$ cat config.mk
export PLATFORM = sky130hd
export DESIGN_NAME = vga_pixel_fetch
export DESIGN_NICKNAME = d
export VERILOG_FILES = /design/src/rtl/vga_pixel_fetch.sv
export SDC_FILE = /design/constraint.sdc
export NUM_CORES = 1
export LEC_CHECK = 0
export BUFFER_PORTS_ARGS = -buffer_cell sky130_fd_sc_hd__buf_4
export CAP_MARGIN = 20
export CORE_ASPECT_RATIO = 1.4
export CORE_MARGIN = 2
export CORE_UTILIZATION = 45
export DETAILED_ROUTE_END_ITERATION = 7
export PLACE_DENSITY_LB_ADDON = 0.05
export SYNTH_ARGS = -nofsm -noshare
export SYNTH_HDL_FRONTEND = slang
export SYNTH_SLANG_ARGS = --single-unit
$ cat constraint.sdc
create_clock -name vgaclk -period 2.45 [get_ports vgaclk]
set_input_delay 0.1225 -clock vgaclk [delete_from_list [all_inputs] [get_ports vgaclk]]
set_output_delay 0.1225 -clock vgaclk [all_outputs]
set_load 0.01 [all_outputs]
$ cat src/rtl/vga_pixel_fetch.sv
// Upscaling pixel fetch: framebuffer address generation, palette lookup, strobe alignment and
// tear-free buffer swaps. Optional `BORDER_COLOR_EN adds a border_rgb override on the edge pixels.
module vga_pixel_fetch #(
  parameter int unsigned H_ACTIVE    = 640,
  parameter int unsigned V_ACTIVE    = 480,
  parameter int unsigned SCALE_SHIFT = 2,
  parameter int unsigned IDX_W       = 4,
  parameter int unsigned ADDR_W      = 16
) (
  input  logic              vgaclk,
  input  logic              reset,
  input  logic [9:0]        vgaX,
  input  logic [9:0]        vgaY,
  input  logic              hsync_in,
  input  logic              vsync_in,
  input  logic              blank_b_in,
  input  logic              sync_b_in,
  output logic [ADDR_W-1:0] fb_addr,
  input  logic [IDX_W-1:0]  fb_rdata,
  input  logic              pal_we,
  input  logic [IDX_W-1:0]  pal_idx,
  input  logic [23:0]       pal_data,
`ifdef BORDER_COLOR_EN
  input  logic [23:0]       border_rgb,
`endif
  input  logic              swap_req,
  output logic              swap_ack,
  output logic              back_sel,
  output logic [7:0]        r,
  output logic [7:0]        g,
  output logic [7:0]        b,
  output logic              hsync,
  output logic              vsync,
  output logic              blank_b,
  output logic              sync_b
);

  localparam int unsigned FbW    = H_ACTIVE >> SCALE_SHIFT;
  localparam int unsigned FbH    = V_ACTIVE >> SCALE_SHIFT;
  localparam int unsigned FbSize = FbW * FbH;
  localparam int unsigned NPal   = 1 << IDX_W;
  localparam logic [9:0]  HLast  = 10'(H_ACTIVE - 1);
  localparam logic [9:0]  VLast  = 10'(V_ACTIVE - 1);
  localparam logic [9:0]  VStart = 10'(V_ACTIVE);

  // Stage 1 state
  logic [ADDR_W-1:0] fb_addr_q, fb_addr_d;
  logic              act1_q, act1_d;
  // Stage 2 / 3 state
  logic              act2_q;
  logic [23:0]       rgb_q, rgb_d;
  // Strobe delay lines, oldest bit is the output
  logic [2:0]        hs_q, vs_q, bl_q, sy_q;
  // Buffer swap state
  logic              front_sel_q, front_sel_d;
  logic              swap_ack_q, swap_ack_d;
  logic [23:0]       pal_q [NPal];

  logic [9:0]        x_c, y_c, col, row;
  logic              in_x, in_y;

`ifdef BORDER_COLOR_EN
  logic              border1_q, border1_d, border2_q;
  logic [23:0]       brgb1_q, brgb2_q;
`endif

  // Stage 1: clamp coordinates so the address never leaves the two buffers during blanking.
  always_comb begin
    in_x      = 32'(vgaX) < H_ACTIVE;
    in_y      = 32'(vgaY) < V_ACTIVE;
    x_c       = in_x ? vgaX : HLast;
    y_c       = in_y ? vgaY : VLast;
    col       = x_c >> SCALE_SHIFT;
    row       = y_c >> SCALE_SHIFT;
    act1_d    = in_x && in_y;
    fb_addr_d = ADDR_W'((front_sel_q ? FbSize : 32'd0) + 32'(row) * FbW + 32'(col));
  end

`ifdef BORDER_COLOR_EN
  always_comb begin
    border1_d = act1_d && ((32'(col) == 0) || (32'(col) == FbW - 1) ||
                           (32'(row) == 0) || (32'(row) == FbH - 1));
  end
`endif

  // Stage 3: palette read sees the pre-write value when a write hits the same entry.
  always_comb begin
    rgb_d = act2_q ? pal_q[fb_rdata] : 24'h0;
`ifdef BORDER_COLOR_EN
    if (border2_q) begin
      rgb_d = brgb2_q;
    end
`endif
  end

  // Swap only at the start of vertical blank so a frame is never split across buffers.
  always_comb begin
    front_sel_d = front_sel_q;
    swap_ack_d  = 1'b0;
    if (vgaX == 10'd0 && vgaY == VStart && swap_req) begin
      front_sel_d = ~front_sel_q;
      swap_ack_d  = 1'b1;
    end
  end

  always_ff @(posedge vgaclk or negedge reset) begin
    if (!reset) begin
      fb_addr_q   <= '0;
      act1_q      <= 1'b0;
      act2_q      <= 1'b0;
      rgb_q       <= '0;
      hs_q        <= 3'b111;
      vs_q        <= 3'b111;
      bl_q        <= 3'b000;
      sy_q        <= 3'b000;
      front_sel_q <= 1'b0;
      swap_ack_q  <= 1'b0;
    end else begin
      fb_addr_q   <= fb_addr_d;
      act1_q      <= act1_d;
      act2_q      <= act1_q;
      rgb_q       <= rgb_d;
      hs_q        <= {hs_q[1:0], hsync_in};
      vs_q        <= {vs_q[1:0], vsync_in};
      bl_q        <= {bl_q[1:0], blank_b_in};
      sy_q        <= {sy_q[1:0], sync_b_in};
      front_sel_q <= front_sel_d;
      swap_ack_q  <= swap_ack_d;
    end
  end

`ifdef BORDER_COLOR_EN
  always_ff @(posedge vgaclk or negedge reset) begin
    if (!reset) begin
      border1_q <= 1'b0;
      border2_q <= 1'b0;
      brgb1_q   <= '0;
      brgb2_q   <= '0;
    end else begin
      border1_q <= border1_d;
      border2_q <= border1_q;
      brgb1_q   <= border_rgb;
      brgb2_q   <= brgb1_q;
    end
  end
`endif

  // Palette resets to a grey ramp: entry i = i*17 on every channel.
  always_ff @(posedge vgaclk or negedge reset) begin
    if (!reset) begin
      for (int unsigned i = 0; i < NPal; i++) begin
        pal_q[i] <= {3{8'(i * 17)}};
      end
    end else if (pal_we) begin
      pal_q[pal_idx] <= pal_data;
    end
  end

  assign fb_addr  = fb_addr_q;
  assign swap_ack = swap_ack_q;
  assign back_sel = ~front_sel_q;
  assign r        = rgb_q[23:16];
  assign g        = rgb_q[15:8];
  assign b        = rgb_q[7:0];
  assign hsync    = hs_q[2];
  assign vsync    = vs_q[2];
  assign blank_b  = bl_q[2];
  assign sync_b   = sy_q[2];

endmodule

=== Word-level counts from Yosys, hierarchy flattened ===
Index checks and enable logic that the tools add are counted.
Widths: inputs -> output; s select.

* Memories kept: 0
* Bits in latches: 0
* Input bits: 60
* Output and inout port bits: 46
* Bits in read-only memories: 0
* Register bits: 440
* Bits in writable memories: 0

* Reductions and logical operators: 5
* Shifts and indexed selects: 0
* Add/sub/neg operators: 2
* $lt $le $gt $ge: 5
* Multipliers: 1
* Muxes and demuxes: 11
* Div/mod/pow operators: 0
* Eq/ne operators: 1
* Bitwise logic cells: 3

{| class="wikitable"
|+ Operators by type and width
! kind !! number
|-
| $bwmux 384 || 1
|-
| $bmux 24 s4 || 1
|-
| $demux 24 s4 || 1
|-
| $mux 24 || 4
|-
| $mux 10 || 2
|-
| $add 15x16->16 || 1
|-
| $add 16x8->16 || 1
|-
| $mux 15 || 1
|-
| $mul 8x3->11 const B || 1
|-
| $eq 10x9->1 const B || 1
|-
| $ge 5x5->1 const B || 2
|-
| $logic_not 10->1 || 1
|-
| $lt 10x10->1 const B || 1
|-
| $lt 10x9->1 const B || 1
|-
| $not 4->5 || 2
|-
| $lt 5x1->1 const B || 1
|-
| $logic_and 1x1->1 || 4
|-
| $mux 1 || 1
|-
| $not 1->1 || 1
|}

=== Logic depth before layout (Yosys ltp) ===
Gate-level depths: netlist (run 1).

* Word-level depth: 6
* Depth in mapped cells: 15
* Depth with buffers taken out: 15

=== Worst setup path before layout (run 1) ===
No wires, ideal clock.

* Path kind: input -> register
* Start: input vgaY[6]
* End: register fb_addr_q[13] (netlist: fb_addr[13])
* Setup time: 0.080 ns
* Data arrival time: 2.560 ns
* Buffers on the path: 0
* Cell stages on the path: 15
* Slack: -0.190 ns
* Path through: nand4_1 > nor2b_1 > nand2b_1 > ha_1 > ha_1 > inv_1 > fa_1 > inv_1 > ha_1 > o21ai_0 > o21bai_1 > a31oi_1 > nor2b_1 > o32ai_1 > xnor2_1

* Word-level cells in the longest chain between the ends: 5

{| class="wikitable"
|+ Ends and longest elaborated chain
! item !! line !! RTL
|-
| start: declaration || 13 || <nowiki>input logic [9:0] vgaY,</nowiki>
|-
| $lt 10x9->1 || 70 || <nowiki>in_y = 32'(vgaY) < V_ACTIVE;</nowiki>
|-
| $mux 10 (*) || 72 || <nowiki>y_c = in_y ? vgaY : VLast;</nowiki>
|-
| $mul 8x3->11 (*) || 76 || <nowiki>fb_addr_d = ADDR_W'((front_sel_q ? FbSize : 32'd0) + 32'(row) * FbW + 32'(col));</nowiki>
|-
| $add 15x16->16 (*) || 76 ||
|-
| $add 16x8->16 (*) || 76 ||
|-
| net fb_addr_d[13] || 47 || <nowiki>logic [ADDR_W-1:0] fb_addr_q, fb_addr_d;</nowiki>
|-
| end signal: assignment || 119 || <nowiki>fb_addr_q <= fb_addr_d;</nowiki>
|-
| end: declaration || 47 ||
|}

The timed path passes the listed nets; every way through them passes the cells marked *.
A chain may end at the register's enable or synchronous reset.

=== Worst setup path in the final report (run 1) ===
* Start: input vgaY[8]
* End: register fb_addr_q[13] (netlist: fb_addr[13])

Same word-level chain as after synthesis.

==> run metrics, run 1 <==
fraction of layout cells with a size suffix above 1=69.22%; initial core utilization=45.72%; Power Density=879.6 mW/mm²; Tmin final=around 2200 ps; worst min path class=in2reg; R2R cell count=7; met1 Usage GRT=approximately 28%; Port Buffers=105; Residual DRC=0; Die Y=~250 µm; starting DRC count in detailed routing=504; startpoint class of the critical path=input pin; # IOs=106; setup tns final=0 ps; status=finished clean; CP max stage delay=470 ps; arrival time worst endpoint=roughly 2600 ps; RePlAce Congestion=0.7436; actual slew at the worst max-slew pin=about 610 ps; largest net degree at the start of global routing=68; f_max=roughly 460 MHz; clk_lat worst skew=560 ps; CTS Buf Count=45; period utilization=89.45%; Pre-Repair DR Iteration Count=4; Avg Vias per Cell=5.557; CTS sink cnt=440; Non-Filler Cell Area, Final=around 0.024 mm²; Post-Place Cells=1840; kind of critical path=in2reg; post-layout net count=1449; Synth area leaders=dfrtp_1, dfstp_2, mux2_2, mux4_2, clkbuf_1; filler instances=approximately 3.5k; # diodes=0; layer with the highest usage=met2; total power=20.86 mW; CTS Buffer Depth=3; commonest cells after routing, fill and taps aside=mux2_2, dfrtp_1, dfstp_2; Post-CTS Setup Bufs=0; row count=90; met3 usage=between 2 and 3%; first-pass GRT wire length=73570 µm; Root Buffer=clkbuf_16; total leakage power=9.843 nW; Area after DPL=0.02181 mm²; Peak VDD IR=~0.56 mV; Max-slew headroom=59.63%; clk slew on worst S/H paths=around 60 ps; DRT antenna net count=0; P&R area growth vs syn=19.97%; final slew viol count=0; Yosys reg bits=between 400 and 500; Post-Syn Area=approximately 0.020 mm²; post-synth top area share=30.63%; via count=around 11k; HPWL after DPL=28530 µm; slowest CP cell=fa_1; GRT Overall Usage=21.27%; htree depth=2; Avg Inst Size Synth=16.46 µm²; cells after synthesis=1201; Die Width=181.2 µm; setup slack after layout=~260 ps; core area=0.04324 mm²; critical path, cell by cell=buf_4 > nand4_1 > nor2b_4 > nand2b_1 > ha_1 > ha_2 > inv_1 > fa_1 > inv_1 > ha_1 > o21ai_1 > o21bai_1 > a31oi_2 > nor2b_1 > o32ai_2 > xnor2_1; Finish-stage setup viols=0; CTS tree=done; worst-path fanout max=6; pre-CTS setup slack=-288.4 ps; Worst Setup End Kind=register; Hold Fails Final Rpt=0; Distinct cells, synth=40; YS warnings=0; Seq/Total Area, Yosys=56.94%; GRT met2 Usage=36.98%; worst hold slack=roughly 42 ps; Non-Filler Instances=1962; hold path cells=3; vias in the first global route=approximately 12k; Max Cap Viol=0; most common cell after layout, fill and taps aside=mux2_2; Final Core Density=54.85%; skew final=16.51 ps; initial antenna violation count=1; Synth area leader=dfrtp_1; drt wl/cell=~24 µm; Synthesized Nets=1276; final WL=46600 µm; Die Area=~0.046 mm²; GRT Residual Overflow=0; CP Data Required Time=2870 ps
-- sequential cells by signal (all words and copies together) (netlist names) --
register	flops
fb_addr	16
sy_q	3
hs_q	3
act1_q	1
rgb_q	24
bl_q	3
pal_q	384
vs_q	3
act2_q	1
swap_ack	1
front_sel_q	1
-- cell families (layout without fill, tap and decap cells) --
kind of cell | after synthesis | in the layout | synth area share, %
AO/OA/AOI/OAI | 28 | 28 | 0.8860
XOR/XNOR | 15 | 15 | 0.6644
adder cells (fa/ha/maj) | 15 | 15 | 1.025
buffers and inverters | 103 | 312 | 2.247
flip-flops | 440 | 440 | 56.94
multiplexers | 505 | 505 | 35.59
AND/OR/NAND/NOR | 95 | 95 | 2.645
-- report_power, final --
part	leakage (nW)	switching, mW	internal (mW)
combinational	4.05	1.33	2.44
sequential	5.05	0.726	9.40
clock	0.744	2.85	4.12
-- synth_stat cells --
master    instances
o21a_1            1
nand2b_1         17
nor3b_1           1
fa_1              2
xnor2_1          10
mux2i_1           1
o21ai_0           7
nand4_1           1
nor2_1           19
dfstp_2         198
o21ba_2           1
nor2b_1           6
a31oi_1           2
clkbuf_1         73
and2_1           26
dfrtp_1         242
a211oi_1          3
or3_1             1
buf_1             5
ha_1             13
buf_6             6
xor2_1            5
a31o_2            1
a21oi_1           8
nand3_1           3
o32ai_1           1
o211ai_1          2
nor4b_1           1
o21bai_1          1
nand2_1          11
nand3b_1          2
inv_1             9
a21o_1            1
mux2_2          384
or2_2             1
buf_2            10
and3_1            2
or4_1             1
nor4_1            3
mux4_2          120
-- critical path, delay by kind of cell --
| family | cells | cell delay, ps |
|---|---|---|
| buf+inv | 3 | 170 |
| fa+ha+maj | 4 | 1100 |
| simple gates | 4 | 550 |
| compound gates | 4 | 530 |
| xor+xnor | 1 | 130 |
-- final cells by class --
type	count	area, µm²	share of cell area (%)
Multi-Input combinational cell	658	8182	34.49
Inverter	9	33.78	0.1424
Tap cell	552	690.7	2.912
Clock inverter	14	157.7	0.6647
Sequential cell	440	11260	47.47
Clock buffer	69	1349	5.687
Timing Repair Buffer	220	2048	8.635
-- final timing paths --
kind / start / to / slack [ps]
min in group asynchronous: reset / pal_q[381] / 130
worst min-delay path: vgaX[8] / fb_addr[3] / 40
max in group asynchronous: reset / pal_q[233] / 1470
worst max-delay path: vgaY[8] / fb_addr[13] / 260
worst min register to register: bl_q[0] / bl_q[1] / 340
worst max register to register: front_sel_q / fb_addr[14] / 570
-- per-layer routing --
metal  wire length [µm]  vias to the layer above
met3               1537                       63
met2              23860                      155
li1                   -                     4778
met4                814                        2
met1              20380                     5904
met5                 11                        -
-- timing repair --
action	4_1_cts	5_1_grt
hold endpoints to repair	461	0
hold buffers	39	0
resized for setup	0	4
setup endpoints to repair	0	1
(Power assumes the default switching activity.)
==> run 2: changes to the inputs <==
Settings changed: ABC_AREA set to 1.
==> run 2 against run 1 <==
Area after synthesis rose by 1.5%. Die area rose by 1.5%. First-iteration DRC count rose to 2.5 times the previous value. Sequential power barely moved. Sequential share of layout area rose by 0.57 points. Setup slack got worse by 93 ps. Via count rose by 50%. Largest power group unchanged. Highest routed layer is now met4.
==> run metrics, run 2 <==
Max Cap Viol=0; Post-Place Cells=2903; cells after synthesis=2348; largest net degree at the start of global routing=75; CP max stage delay=530 ps; initial antenna violation count=1; CP Data Required Time=2900 ps; drt wl/cell=~19 µm; Distinct cells, synth=32; Die Width=around 180 µm; Synth Area in Compound Gates=16.85%; WP buf/inv=4; Synth area leader=dfrtp_1; CTS Buf Count=46; first-pass GRT wire length=approximately 93000 µm; Pre-Repair DR Iteration Count=6; main combinational cell family by area after synthesis=simple AND/OR/NAND/NOR gates; Power Density=843.0 mW/mm²; actual slew at the worst max-slew pin=approximately 790 ps; Yosys reg bits=440; Most used DFF post-synth=dfrtp_1; Synth Area in Simple Gates=18.58%; Top reg by flops=pal_q; Avg Inst Size Synth=8.551 µm²; CTS sink cnt=440; Post-Syn Area=0.02008 mm²; Die Y=around 250 µm; setup slack after layout=between 150 and 200 ps; most common cell after layout, fill and taps aside=o21ai_0; core area=0.04406 mm²; Non-Filler Instances=3032; pre-CTS setup slack=-248.9 ps; vias in the first global route=16.16k; NetSw=roughly 5.3 mW; fraction of layout cells with a size suffix above 1=19.57%; Avg Vias per Cell=5.393; row count=91; Synth Area in XOR/XNOR=0.3054%; Max-slew headroom=47.07%; starting DRC count in detailed routing=1275; post-layout net count=2511; unrepaired setup endpoints after global routing=false; Internal=14.42 mW; CTS Buffer Depth=3; total power=19.76 mW; Async SR Flop Fraction=100.0%; YS warnings=0; Post-CTS Setup Bufs=0; top cells by count, synth=o21ai_0, nand2_1, nor2_1; slowest CP cell=dlygate4sd3_1; Worst Setup End Kind=register; final WL=58510 µm; Post-synth EDFFs=0; P&R area growth vs syn=16.74%; Logic pwr share=15.5%; Synth area leaders=dfrtp_1, dfstp_2, o21ai_0, nand2_1, nor2_1; Root Buffer=clkbuf_16; clock network power share=between 30% and 40%; final slew viol count=0; htree depth=2; DRT antenna net count=0; Synthesized Nets=2423; status=finished clean; HPWL after DPL=34440 µm; Peak VDD IR=0.4701 mV; arrival time worst endpoint=2730 ps; startpoint class of the critical path=input pin; f_max=437.7 MHz; cell with the most instances after synthesis=o21ai_0; GRT Residual Overflow=0; Final Core Density=about 53%; initial core utilization=45.56%; critical path, cell by cell=dlygate4sd3_1 > buf_4 > or2_4 > ha_4 > ha_4 > inv_2 > fa_1 > inv_2 > ha_4 > a21oi_2 > nor2_1 > nor2_1 > nand2_2 > nand4_1 > nand2_1; GRT Overall Usage=25.92%; period utilization=93.26%; RePlAce Congestion=0.7798; Crit path max-delay family=adder cells; worst min path class=in2reg; via count=16.35k; Seq pwr share=49.7%; CTS tree=done; Die Area=between 0.04 and 0.05 mm²; skew final=21.60 ps; most used cell, CP=ha_4; Finish-stage setup viols=0; Port Buffers=105; Sw Ratio=27.03%; kind of critical path=in2reg; post-synth top area share=30.16%; clk slew on worst S/H paths=60 ps; clk_lat worst skew=560 ps; Largest register FFs=384; Residual DRC=0; Tmin final=2285 ps; worst-path fanout max=4; # IOs=between 100 and 150; Seq/Total Area, Yosys=between 50% and 60%; Hold Fails Final Rpt=0; adder-cell share of the synthesized area=about 1.0%; mux contribution to synthesized area=0%; total leakage power=10.54 nW; commonest cells after routing, fill and taps aside=o21ai_0, nand2_1, nor2_1
[run 2: area by class of cell]
class	instances	area [µm²]
diodes	1	2.502
clock buffers	76	1405
fillers	4144	20630
well taps	558	698.2
repair buffers	225	2096
clock inverters	9	73.82
multi-input cells	1612	7485
inverters	111	419.2
flip-flops and latches	440	11260
[run 2: path summary, 6_finish.rpt]
check	slack, ps	endpoint	cells after the start	start
worst max-delay path	170	fb_addr[14]	15	vgaY[2]
worst min-delay path	80	fb_addr[6]	5	vgaY[3]
worst max register to register	770	fb_addr[13]	10	front_sel_q
worst min register to register	350	sy_q[2]	0	sy_q[1]
max in group asynchronous	1420	pal_q[21]	4	reset
min in group asynchronous	90	pal_q[224]	2	reset
[run 2: kinds of logic after synthesis]
kind of cell    count (synthesis)
compound gates                654
xor+xnor                        7
flops                         440
simple gates                  936
fa+ha+maj                      15
buf+inv                       296
[run 2: tightest hold or removal path, delay by kind of cell]
| kind | cells | cell delay [ps] |
|---|---|---|
| fa+ha+maj | 1 | 150 |
| buf+inv | 3 | 240 |
| simple gates | 1 | 80 |
[run 2: per-stage QoR]
| stage | hold WS, ps | TNS (ps) | area (µm²) |
|---|---|---|---|
| finish | 79.10 | 0 | 23440 |
| global route | 105.6 | 0 | 23440 |
| CTS | 58.29 | 0 | 23390 |
| detailed placement | 86.04 | -986.5 | 21480 |
| global placement | 83.42 | -803.0 | 21480 |
| floorplan | -173.1 | 0 | 20090 |
[run 2: power groups by stage]
| stage | logic [mW] | registers (mW) | clock network, mW |
|---|---|---|---|
| final | 3.06 | 9.82 | 6.88 |
| after global routing | 3.58 | 9.98 | 7.33 |
| after CTS | 3.09 | 9.80 | 7.04 |
| after detailed placement | 3.02 | 9.90 | 0 |
| after global placement | 2.94 | 9.86 | 0 |
| after floorplan | 2.01 | 9.77 | 0 |
[run 2: what timing repair did]
action | 4_1_cts | 5_1_grt
hold buffers | 43 | 0
hold endpoints to repair | 263 | 0
setup endpoints to repair | 0 | 4
gates resized for setup | 0 | 12
[run 2: routing by layer]
layer	part of all wire [%]	global-route usage, %	vias up
li1	-	-	7852
met1	44	35.09	7956
met2	48	42.92	452
met3	5.6	3.798	92
met4	2.9	8.502	0
met5	0	0	-
==> run 3: changes to the inputs <==
Settings changed: ABC_AREA 1 to 0, CORE_UTILIZATION 45 to 55.
==> run 3 against run 2 <==
Die area decreased by 19%. Via count decreased by 34%. Setup slack improved by 71 ps. Highest routed layer unchanged. Global-route usage decreased by 0.97 points. Clock-buffer cell count decreased by 9. Sequential share of layout area decreased by 0.14 points.
==> run metrics, run 3 (synthesis results as in run 1) <==
Residual DRC=0; Root Buffer=clkbuf_16; Power Density=877.7 mW/mm²; kind of critical path=in2reg; actual slew at the worst max-slew pin=938.6 ps; post-layout net count=roughly 1.4k; Top reg by flops=pal_q; GRT met2 Usage=43.92%; Max-slew headroom=37.43%; Reg area=0.01126 mm²; startpoint class of the critical path=input pin; GRT Overall Usage=about a quarter; # diodes=0; Finish-stage setup viols=0; setup slack after layout=235.7 ps; via count=10.85k; Largest register FFs=approximately 380; clk slew on worst S/H paths=70 ps; starting DRC count in detailed routing=584; final WL=44060 µm; most common cell after layout, fill and taps aside=mux2_2; fraction of layout cells with a size suffix above 1=69.14%; Max Cap Viol=0; Hold Fails Final Rpt=0; f_max=451.6 MHz; period utilization=90.38%; most used cell, CP=inv_1; final slew viol count=0; Die Width=about 160 µm; # IOs=106; htree depth=2; arrival time worst endpoint=2650 ps; CP Data Required Time=2880 ps; CTS Buffer Depth=3; Peak VDD IR=~0.62 mV; status=finished clean; CTS tree=done; clk_lat worst skew=approximately 550 ps; worst hold slack=41.27 ps; HPWL after DPL=between 20000 and 30000 µm; total power=around 21 mW; Crit path max-delay family=adder cells; initial core utilization=a little under three fifths; core area=0.03560 mm²; RePlAce Congestion=0.7565; met1 Usage GRT=between 30% and 40%; Pre-Repair DR Iteration Count=4; total leakage power=9.778 nW; initial antenna violation count=0; worst min path class=in2reg; CTS Buf Count=43; CTS sink cnt=440; unrepaired setup endpoints after global routing=false; pre-CTS setup slack=-293.0 ps; Tmin final=2214 ps; filler instances=between 2k and 3k; commonest cells after routing, fill and taps aside=mux2_2, dfrtp_1, dfstp_2; skew final=just over 9 ps; DRT antenna net count=0; worst-path fanout max=7; P&R area growth vs syn=18.89%; critical path, cell by cell=buf_4 > nand4_1 > nor2b_4 > nand2b_1 > ha_1 > ha_2 > inv_1 > fa_1 > inv_1 > ha_4 > o21ai_0 > o21bai_1 > a31oi_2 > nor2b_1 > o32ai_2 > xnor2_1; GRT Residual Overflow=0; drt wl/cell=23.66 µm; first-pass GRT wire length=70490 µm; layer with the highest usage=met2; row count=82; vias in the first global route=around 12k; multi-input logic area=0.008194 mm²; WP buf/inv=3; largest net degree at the start of global routing=78; Post-CTS Setup Bufs=0; Die Area=approximately 0.038 mm²; met3 usage=roughly 3.2%; Worst Setup End Kind=register; Die Y=between 200 and 250 µm; slowest CP cell=fa_1; CP max stage delay=~470 ps; Avg Vias per Cell=between 5 and 6; Port Buffers=105
run 3: worst min-delay path: stages:
cell      delay [ps]
buf_4            100
nand2b_1         160
fa_1             170
run 3: path summary, 6_finish.rpt:
path	endpoint	cells after the start	startpoint	slack, ps
worst max-delay path	fb_addr[13]	16	vgaY[8]	240
worst max register to register	fb_addr[13]	7	front_sel_q	550
min in group asynchronous	pal_q[310]	2	reset	120
worst min register to register	bl_q[2]	0	bl_q[1]	350
max in group asynchronous	pal_q[317]	3	reset	1400
worst min-delay path	fb_addr[6]	3	vgaY[3]	40
run 3: power breakdown:
part	internal (mW)	switching [mW]	leakage (nW)
Sequential	9.40	0.746	5.05
Combinational	2.45	1.33	4.01
Clock	3.96	2.74	0.715
run 3: metrics by stage:
stage	area [µm²]	util [%]	cells	setup TNS [ps]
floorplan	19780	-	1201	-15.66
finish	23510	66.03	1862	0
global placement	21610	60.69	1742	-727.6
detailed placement	21610	60.69	1742	-853.9
CTS	23480	65.95	1862	0
global route	23510	66.03	1862	0
run 3: final cells by class:
type,instances,share of cell area [%]
Sequential cell,440,47.89
Multi-Input combinational cell,658,34.86
Timing Repair Buffer,215,8.479
Clock buffer,67,5.695
Tap cell,462,2.459
Clock inverter,11,0.4684
Inverter,9,0.1437
run 3: per-layer routing:
layer	vias to the layer above	wire, µm
met5	-	0
met4	0	931
met3	56	1218
met2	134	23770
met1	5892	18140
li1	4769	-
run 3: what timing repair did:
action | in CTS | in global routing
resized for setup | 0 | 4
endpoints found under the setup margin | 0 | 1
hold buffers | 42 | 0
endpoints found under the hold margin | 466 | 0
